$ cat src/rtl/noise_ctrl_pkg.sv
// Shared types and constants for the noise_ctrl block: FSM states, command
// encodings, channel count and the activity-monitor window length.
package noise_ctrl_pkg;

    localparam int NCH       = 16;
    localparam int MON_WIN   = 4096;
    localparam int MON_CNT_W = $clog2(MON_WIN);

    typedef enum logic [2:0] {
        ST_IDLE,
        ST_SEED,
        ST_RAMP_UP,
        ST_RUN,
        ST_RAMP_DN
    } state_e;

    typedef enum logic [1:0] {
        OP_STOP  = 2'b00,
        OP_SEED  = 2'b01,
        OP_RUN   = 2'b10,
        OP_BURST = 2'b11
    } cmd_op_e;

    function automatic logic [NCH-1:0] rotl16(input logic [NCH-1:0] v, input logic [3:0] r);
        logic [2*NCH-1:0] t;
        t = {v, v} << r;
        return t[2*NCH-1:NCH];
    endfunction

    function automatic logic [4:0] popcount16(input logic [NCH-1:0] v);
        logic [4:0] n;
        n = '0;
        for (int i = 0; i < NCH; i++) begin
            n = n + 5'(v[i]);
        end
        return n;
    endfunction

endpackage

$ cat src/rtl/noise_ctrl_mon.sv
// Activity monitor: sums popcount(dac_in & dac_en) over fixed windows and
// publishes each window total with a one-cycle mon_valid pulse.
module noise_ctrl_mon
    import noise_ctrl_pkg::*;
(
    input  logic        sclk,
    input  logic        rst,
    input  logic [15:0] dac_in,
    input  logic [15:0] dac_en,
    output logic [23:0] mon_sum,
    output logic        mon_valid
);

    localparam logic [MON_CNT_W-1:0] WIN_LAST = MON_CNT_W'(MON_WIN - 1);

    logic [MON_CNT_W-1:0] win_cnt_q, win_cnt_d;
    logic [23:0]          acc_q, acc_d;
    logic [23:0]          mon_sum_q, mon_sum_d;
    logic                 mon_valid_q, mon_valid_d;
    logic [23:0]          acc_next;

    always_comb begin
        acc_next    = acc_q + 24'(popcount16(dac_in & dac_en));
        win_cnt_d   = win_cnt_q + MON_CNT_W'(1);
        acc_d       = acc_next;
        mon_sum_d   = mon_sum_q;
        mon_valid_d = 1'b0;
        // Last sample of the window goes straight into the published total.
        if (win_cnt_q == WIN_LAST) begin
            win_cnt_d   = '0;
            acc_d       = '0;
            mon_sum_d   = acc_next;
            mon_valid_d = 1'b1;
        end
    end

    always_ff @(posedge sclk or posedge rst) begin
        if (rst) begin
            win_cnt_q   <= '0;
            acc_q       <= '0;
            mon_sum_q   <= '0;
            mon_valid_q <= 1'b0;
        end else begin
            win_cnt_q   <= win_cnt_d;
            acc_q       <= acc_d;
            mon_sum_q   <= mon_sum_d;
            mon_valid_q <= mon_valid_d;
        end
    end

    assign mon_sum   = mon_sum_q;
    assign mon_valid = mon_valid_q;

endmodule

$ cat src/rtl/noise_ctrl.sv
// noise_ctrl: seeds a 16-channel LFSR noise bank and ramps its DAC amplitude mask.
// Defining NOISE_CTRL_MON_EN adds the dac_in/mon_sum/mon_valid activity monitor.
module noise_ctrl
    import noise_ctrl_pkg::*;
#(
    parameter int RAMP_DIV = 256,
    parameter int SEED_ROT = 1
) (
    input  logic        sclk,
    input  logic        rst,
    input  logic        cmd_valid,
    output logic        cmd_ready,
    input  logic [1:0]  cmd_op,
    input  logic [23:0] cmd_arg,
    output logic        lfsr_load,
    output logic [3:0]  lfsr_sel,
    output logic [15:0] lfsr_seed,
    output logic [15:0] dac_en,
    output logic        busy,
    output logic        done
`ifdef NOISE_CTRL_MON_EN
    ,
    input  logic [15:0] dac_in,
    output logic [23:0] mon_sum,
    output logic        mon_valid
`endif
);

    localparam logic [15:0] RAMP_LAST = 16'(RAMP_DIV - 1);
    localparam logic [3:0]  ROT_STEP  = 4'(SEED_ROT % NCH);

    state_e      state_q, state_d;
    logic [15:0] dac_en_q, dac_en_d;
    logic [15:0] ramp_cnt_q, ramp_cnt_d;
    logic [23:0] burst_cnt_q, burst_cnt_d;
    logic        burst_q, burst_d;
    logic [15:0] seed_q, seed_d;
    logic        lfsr_load_q, lfsr_load_d;
    logic [3:0]  lfsr_sel_q, lfsr_sel_d;
    logic [15:0] lfsr_seed_q, lfsr_seed_d;
    logic        cmd_ready_q, cmd_ready_d;
    logic        busy_q, busy_d;
    logic        done_q, done_d;
    logic        accept;
    logic        ramp_tick;

    always_comb begin
        state_d     = state_q;
        dac_en_d    = dac_en_q;
        ramp_cnt_d  = ramp_cnt_q;
        burst_cnt_d = burst_cnt_q;
        burst_d     = burst_q;
        seed_d      = seed_q;
        lfsr_load_d = 1'b0;
        lfsr_sel_d  = '0;
        lfsr_seed_d = '0;
        done_d      = 1'b0;
        accept      = cmd_valid && cmd_ready_q;
        ramp_tick   = (ramp_cnt_q == RAMP_LAST);

        case (state_q)
            ST_IDLE: begin
                if (accept) begin
                    case (cmd_op)
                        OP_SEED: begin
                            state_d     = ST_SEED;
                            seed_d      = (cmd_arg[15:0] == 16'h0000) ? 16'h0001 : cmd_arg[15:0];
                            lfsr_load_d = 1'b1;
                            lfsr_seed_d = seed_d;
                        end
                        OP_RUN, OP_BURST: begin
                            state_d     = ST_RAMP_UP;
                            dac_en_d    = '0;
                            ramp_cnt_d  = '0;
                            burst_d     = (cmd_op == OP_BURST);
                            burst_cnt_d = cmd_arg;
                        end
                        default: ;
                    endcase
                end
            end
            ST_SEED: begin
                if (lfsr_sel_q == 4'd15) begin
                    state_d = ST_IDLE;
                    done_d  = 1'b1;
                end else begin
                    lfsr_load_d = 1'b1;
                    lfsr_sel_d  = lfsr_sel_q + 4'd1;
                    lfsr_seed_d = rotl16(seed_q, lfsr_sel_d * ROT_STEP);
                end
            end
            ST_RAMP_UP: begin
                if (accept && cmd_op == OP_STOP) begin
                    state_d    = ST_RAMP_DN;
                    ramp_cnt_d = '0;
                end else if (ramp_tick) begin
                    ramp_cnt_d = '0;
                    dac_en_d   = {dac_en_q[14:0], 1'b1};
                    // A zero-length burst skips RUN entirely.
                    if (dac_en_d == 16'hFFFF) begin
                        state_d = (burst_q && burst_cnt_q == '0) ? ST_RAMP_DN : ST_RUN;
                    end
                end else begin
                    ramp_cnt_d = ramp_cnt_q + 16'd1;
                end
            end
            ST_RUN: begin
                if (accept && cmd_op == OP_STOP) begin
                    state_d     = ST_RAMP_DN;
                    ramp_cnt_d  = '0;
                    burst_cnt_d = '0;
                end else if (burst_q) begin
                    if (burst_cnt_q <= 24'd1) begin
                        state_d     = ST_RAMP_DN;
                        burst_cnt_d = '0;
                    end else begin
                        burst_cnt_d = burst_cnt_q - 24'd1;
                    end
                end
            end
            ST_RAMP_DN: begin
                if (ramp_tick) begin
                    ramp_cnt_d = '0;
                    dac_en_d   = {1'b0, dac_en_q[15:1]};
                    if (dac_en_d == 16'h0000) begin
                        state_d = ST_IDLE;
                        done_d  = 1'b1;
                    end
                end else begin
                    ramp_cnt_d = ramp_cnt_q + 16'd1;
                end
            end
            default: state_d = ST_IDLE;
        endcase

        cmd_ready_d = (state_d == ST_IDLE) || (state_d == ST_RAMP_UP) || (state_d == ST_RUN);
        busy_d      = (state_d != ST_IDLE);
    end

    always_ff @(posedge sclk or posedge rst) begin
        if (rst) begin
            state_q     <= ST_IDLE;
            dac_en_q    <= '0;
            ramp_cnt_q  <= '0;
            burst_cnt_q <= '0;
            burst_q     <= 1'b0;
            seed_q      <= '0;
            lfsr_load_q <= 1'b0;
            lfsr_sel_q  <= '0;
            lfsr_seed_q <= '0;
            cmd_ready_q <= 1'b0;
            busy_q      <= 1'b0;
            done_q      <= 1'b0;
        end else begin
            state_q     <= state_d;
            dac_en_q    <= dac_en_d;
            ramp_cnt_q  <= ramp_cnt_d;
            burst_cnt_q <= burst_cnt_d;
            burst_q     <= burst_d;
            seed_q      <= seed_d;
            lfsr_load_q <= lfsr_load_d;
            lfsr_sel_q  <= lfsr_sel_d;
            lfsr_seed_q <= lfsr_seed_d;
            cmd_ready_q <= cmd_ready_d;
            busy_q      <= busy_d;
            done_q      <= done_d;
        end
    end

    assign cmd_ready = cmd_ready_q;
    assign lfsr_load = lfsr_load_q;
    assign lfsr_sel  = lfsr_sel_q;
    assign lfsr_seed = lfsr_seed_q;
    assign dac_en    = dac_en_q;
    assign busy      = busy_q;
    assign done      = done_q;

`ifdef NOISE_CTRL_MON_EN
    noise_ctrl_mon u_mon (
        .sclk      (sclk),
        .rst       (rst),
        .dac_in    (dac_in),
        .dac_en    (dac_en_q),
        .mon_sum   (mon_sum),
        .mon_valid (mon_valid)
    );
`endif

endmodule

$ cat config.mk
export PLATFORM = sky130hd
export DESIGN_NAME = noise_ctrl
export DESIGN_NICKNAME = d
export VERILOG_FILES = /design/src/rtl/noise_ctrl_pkg.sv /design/src/rtl/noise_ctrl_mon.sv /design/src/rtl/noise_ctrl.sv
export SDC_FILE = /design/constraint.sdc
export NUM_CORES = 1
export LEC_CHECK = 0
export CAP_MARGIN = 40
export CORE_MARGIN = 1
export CORE_UTILIZATION = 51
export DETAILED_ROUTE_END_ITERATION = 10
export PLACE_DENSITY = 0.74
export SLEW_MARGIN = 0
export SYNTH_ARGS = -nofsm -noshare
export SYNTH_HDL_FRONTEND = slang
export SYNTH_SLANG_ARGS = --single-unit
$ cat constraint.sdc
create_clock -name sclk -period 5.3 [get_ports sclk]
set_clock_uncertainty 0.15 [all_clocks]
set_input_delay 1.59 -clock sclk [delete_from_list [all_inputs] [get_ports sclk]]
set_output_delay 1.59 -clock sclk [all_outputs]
set_load 0.005 [all_outputs]
==> impl_metrics.json <==
{
  "status": "complete, no violations",
  "tritoncts": "built",
  "pwr-share-clk_pct": 13.9,
  "worstHoldPathCells": 1,
  "place_worst_setup_slack_ns": 0.8572,
  "critPathMaxFanout": 15,
  "antenna_found_initial": 0,
  "vias": 4921,
  "ios": 69,
  "root_buffer": "clkbuf_8",
  "leakagePower_nw": 2.872,
  "die_y_um": 107.2,
  "wl_mm": 13.60,
  "die_x_um": 107.2,
  "cts_resized": 0,
  "synth_nets": 659,
  "worst_hold_slack_ns": 0.3698,
  "p_int_mw": 2.144,
  "nets": 717,
  "avgSynthCellArea_um2": 9.022,
  "ys_warn_count": 0,
  "grt_pass1_vias": 4509,
  "grt_util_all_layers_pct": 25.01,
  "clock_path_buffers": 2,
  "end_kind": "flip-flop",
  "synth_edf_count": 0,
  "combPwrFrac_pct": 47.3,
  "cts_made_buffers": 9,
  "clkSinkCount": 100,
  "firstDrtPassIters": 5,
  "critPathLaunchType": "input port",
  "placed_area_um2": 6513,
  "slew_headroom_pct": 38.36,
  "synth_top_flop_cell": "dfrtp_1",
  "antenna_left": 0,
  "finalNonFillerCells": 829,
  "stdcell_area_um2": 6740,
  "dp_hpwl_mm": 9.920,
  "cp.required_ns": 5.45,
  "power.density_nw_per_um2": 528.4,
  "nFillCells": 913,
  "gp_congestion": 0.9145,
  "fin_util_pct": 62.45,
  "drc": 0,
  "dp_cells": 812,
  "peakVddDrop_mv": 0.2526,
  "antennaDiodeCount": 0,
  "synthCells": 626,
  "drive_gt1_share_pct": 9.289,
  "syn-cell-area_um2": 5648,
  "worstSkewPairLatency_ns": 0.37,
  "rsz0062_at_grt": "no",
  "synth_async_sr_flop_share_pct": 100.0,
  "wl_per_cell_um": 16.40,
  "grt_overflow": 0,
  "setup_violations": 0,
  "r2r_cells": 6,
  "cts-hold-fix-buffers": 0,
  "drt_iter0_markers": 305,
  "core_area_um2": 10790,
  "p_sw_mw": 1.417,
  "cts_setup_buffers": 0,
  "die_area_um2": 11500,
  "port_buffers": 68,
  "worst-setup-path-type": "in -> reg",
  "via_per_inst": 5.936,
  "ys_types": 55,
  "fin_setup_tns_ns": 0,
  "final_max_slew_viol_count": 0,
  "sequentialPowerShare_pct": 38.8,
  "fin_crit_sh_pct": 77.10,
  "hp-class": "reg -> reg",
  "fin_crit_ns": 4.086,
  "syn_to_final_growth_pct": 19.34,
  "synth-seq-area-share_pct": 44.31,
  "hold_viol": 0,
  "cap_viol_max_count": 0,
  "synth_seq_cells": 100,
  "rows": 38,
  "cp.arrival_ns": 4.23,
  "grt_pass1_wl_mm": 22.42,
  "start_util_pct": 52.33,
  "fmax_mhz": 244.7,
  "grt_max_degree": 60,
  "path_clk_slew_ns": 0.10,
  "p_total_mw": 3.561,
  "setup_ws_ns": 1.214,
  "htreeDepth": 3,
  "tightest_slew_ns": 0.9122,
  "switching_share_pct": 39.80
}
cell families after synthesis:
logic type,synth area share (%)
simple gates,25.90
flops,44.31
fa+ha+maj,0.8862
compound gates,14.47
buf+inv,2.902
xor+xnor,2.326
mux,9.216
synth_stat cells, drive strengths merged (4+ instances only):
cell type | number | share of area [%]
a21oi | 33 | 2.9
and2 | 5 | 0.55
nand3 | 24 | 2.1
dfrtp | 100 | 44
a22oi | 15 | 2.0
or2 | 4 | 0.44
nor3b | 6 | 0.80
ha | 4 | 0.89
nor4 | 17 | 1.9
or4 | 8 | 1.3
nand2b | 9 | 1.0
nand2 | 125 | 8.3
mux2i | 16 | 2.8
or3 | 8 | 0.97
xor2 | 7 | 1.1
inv | 8 | 0.53
clkbuf | 32 | 2.1
mux4 | 16 | 6.4
a22o | 12 | 1.9
nand4 | 5 | 0.55
o21ai | 40 | 3.5
xnor2 | 8 | 1.2
and4 | 4 | 0.62
nor3 | 13 | 1.2
o31ai | 6 | 0.80
nor2 | 62 | 4.1
per-layer routing:
layer	share of wire [%]	GRT usage, %	up-vias
met5	0	0	-
met4	1.9	8.904	0
met3	5.2	3.951	24
met2	48	39.49	131
met1	45	34.99	2402
li1	-	-	2364
cells in the final DEF, fill, tap and decap left out, types with 3 or more instances in the layout:
master	count
inv_1	7
mux2i_1	16
nand2b_1	9
and4_1	4
dfrtp_1	100
nand4_1	5
ha_1	4
or4_4	3
nand2_1	125
or2_2	4
and2_1	4
nor3_1	12
buf_4	9
xnor2_1	8
mux4_2	16
nor2_1	62
nor2b_1	3
o21ai_0	39
o31ai_1	5
a31oi_1	3
clkbuf_8	10
or4_1	5
nand3_1	24
a22oi_1	15
a21oi_1	32
clkinv_2	3
clkdlybuf4s50_1	68
nor4_1	17
a22o_1	12
xor2_1	6
nor3b_1	5
a21o_1	3
or3_1	7
sequential cells by signal, indices dropped and copies added (netlist names):
| signal | flops |
|---|---|
| busy | 1 |
| state_q | 3 |
| done | 1 |
| dac_en | 16 |
| lfsr_load | 1 |
| lfsr_sel | 4 |
| burst_q | 1 |
| lfsr_seed | 16 |
| cmd_ready | 1 |
| burst_cnt_q | 24 |
| seed_q | 16 |
| ramp_cnt_q | 16 |
area by class of cell:
type | instances | area (um^2) | area share [%]
multi-input combinational | 483 | 3012 | 44.68
sequential | 100 | 2502 | 37.13
timing repair buffer | 82 | 818.3 | 12.14
tap | 140 | 175.2 | 2.599
clock buffer | 10 | 137.6 | 2.042
clock inverter | 6 | 62.56 | 0.9282
inverter | 8 | 32.53 | 0.4826
worst max-delay path, cell delays in order:
cell             delay [ns]
clkdlybuf4s50_1        0.53
nor4bb_1               0.75
nor2_1                 0.13
o21a_1                 0.39
or3_1                  0.46
o31ai_1                0.25
a21o_1                 0.13
final timing paths:
| path | endpoint | slack, ns | startpoint |
|---|---|---|---|
| max | burst_cnt_q[20] | 1.21 | cmd_valid |
| min | burst_cnt_q[18] | 0.37 | burst_cnt_q[18] |
| max reg2reg | busy | 2.16 | burst_cnt_q[13] |
| min reg2reg | burst_cnt_q[18] | 0.37 | burst_cnt_q[18] |
| max in group asynchronous | seed_q[14] | 2.66 | rst |
| min in group asynchronous | ramp_cnt_q[7] | 1.56 | rst |
power groups by stage:
stage | clock network (mW) | registers, mW | logic [mW]
2_1_floorplan | 0 | 1.29 | 1.19
3_3_place_gp | 0 | 1.39 | 1.57
3_5_place_dp | 0 | 1.40 | 1.65
4_1_cts | 0.513 | 1.39 | 1.65
5_1_grt | 0.543 | 1.43 | 1.87
6_report | 0.496 | 1.38 | 1.68
Note: power is estimated with default switching activity, not from simulation.
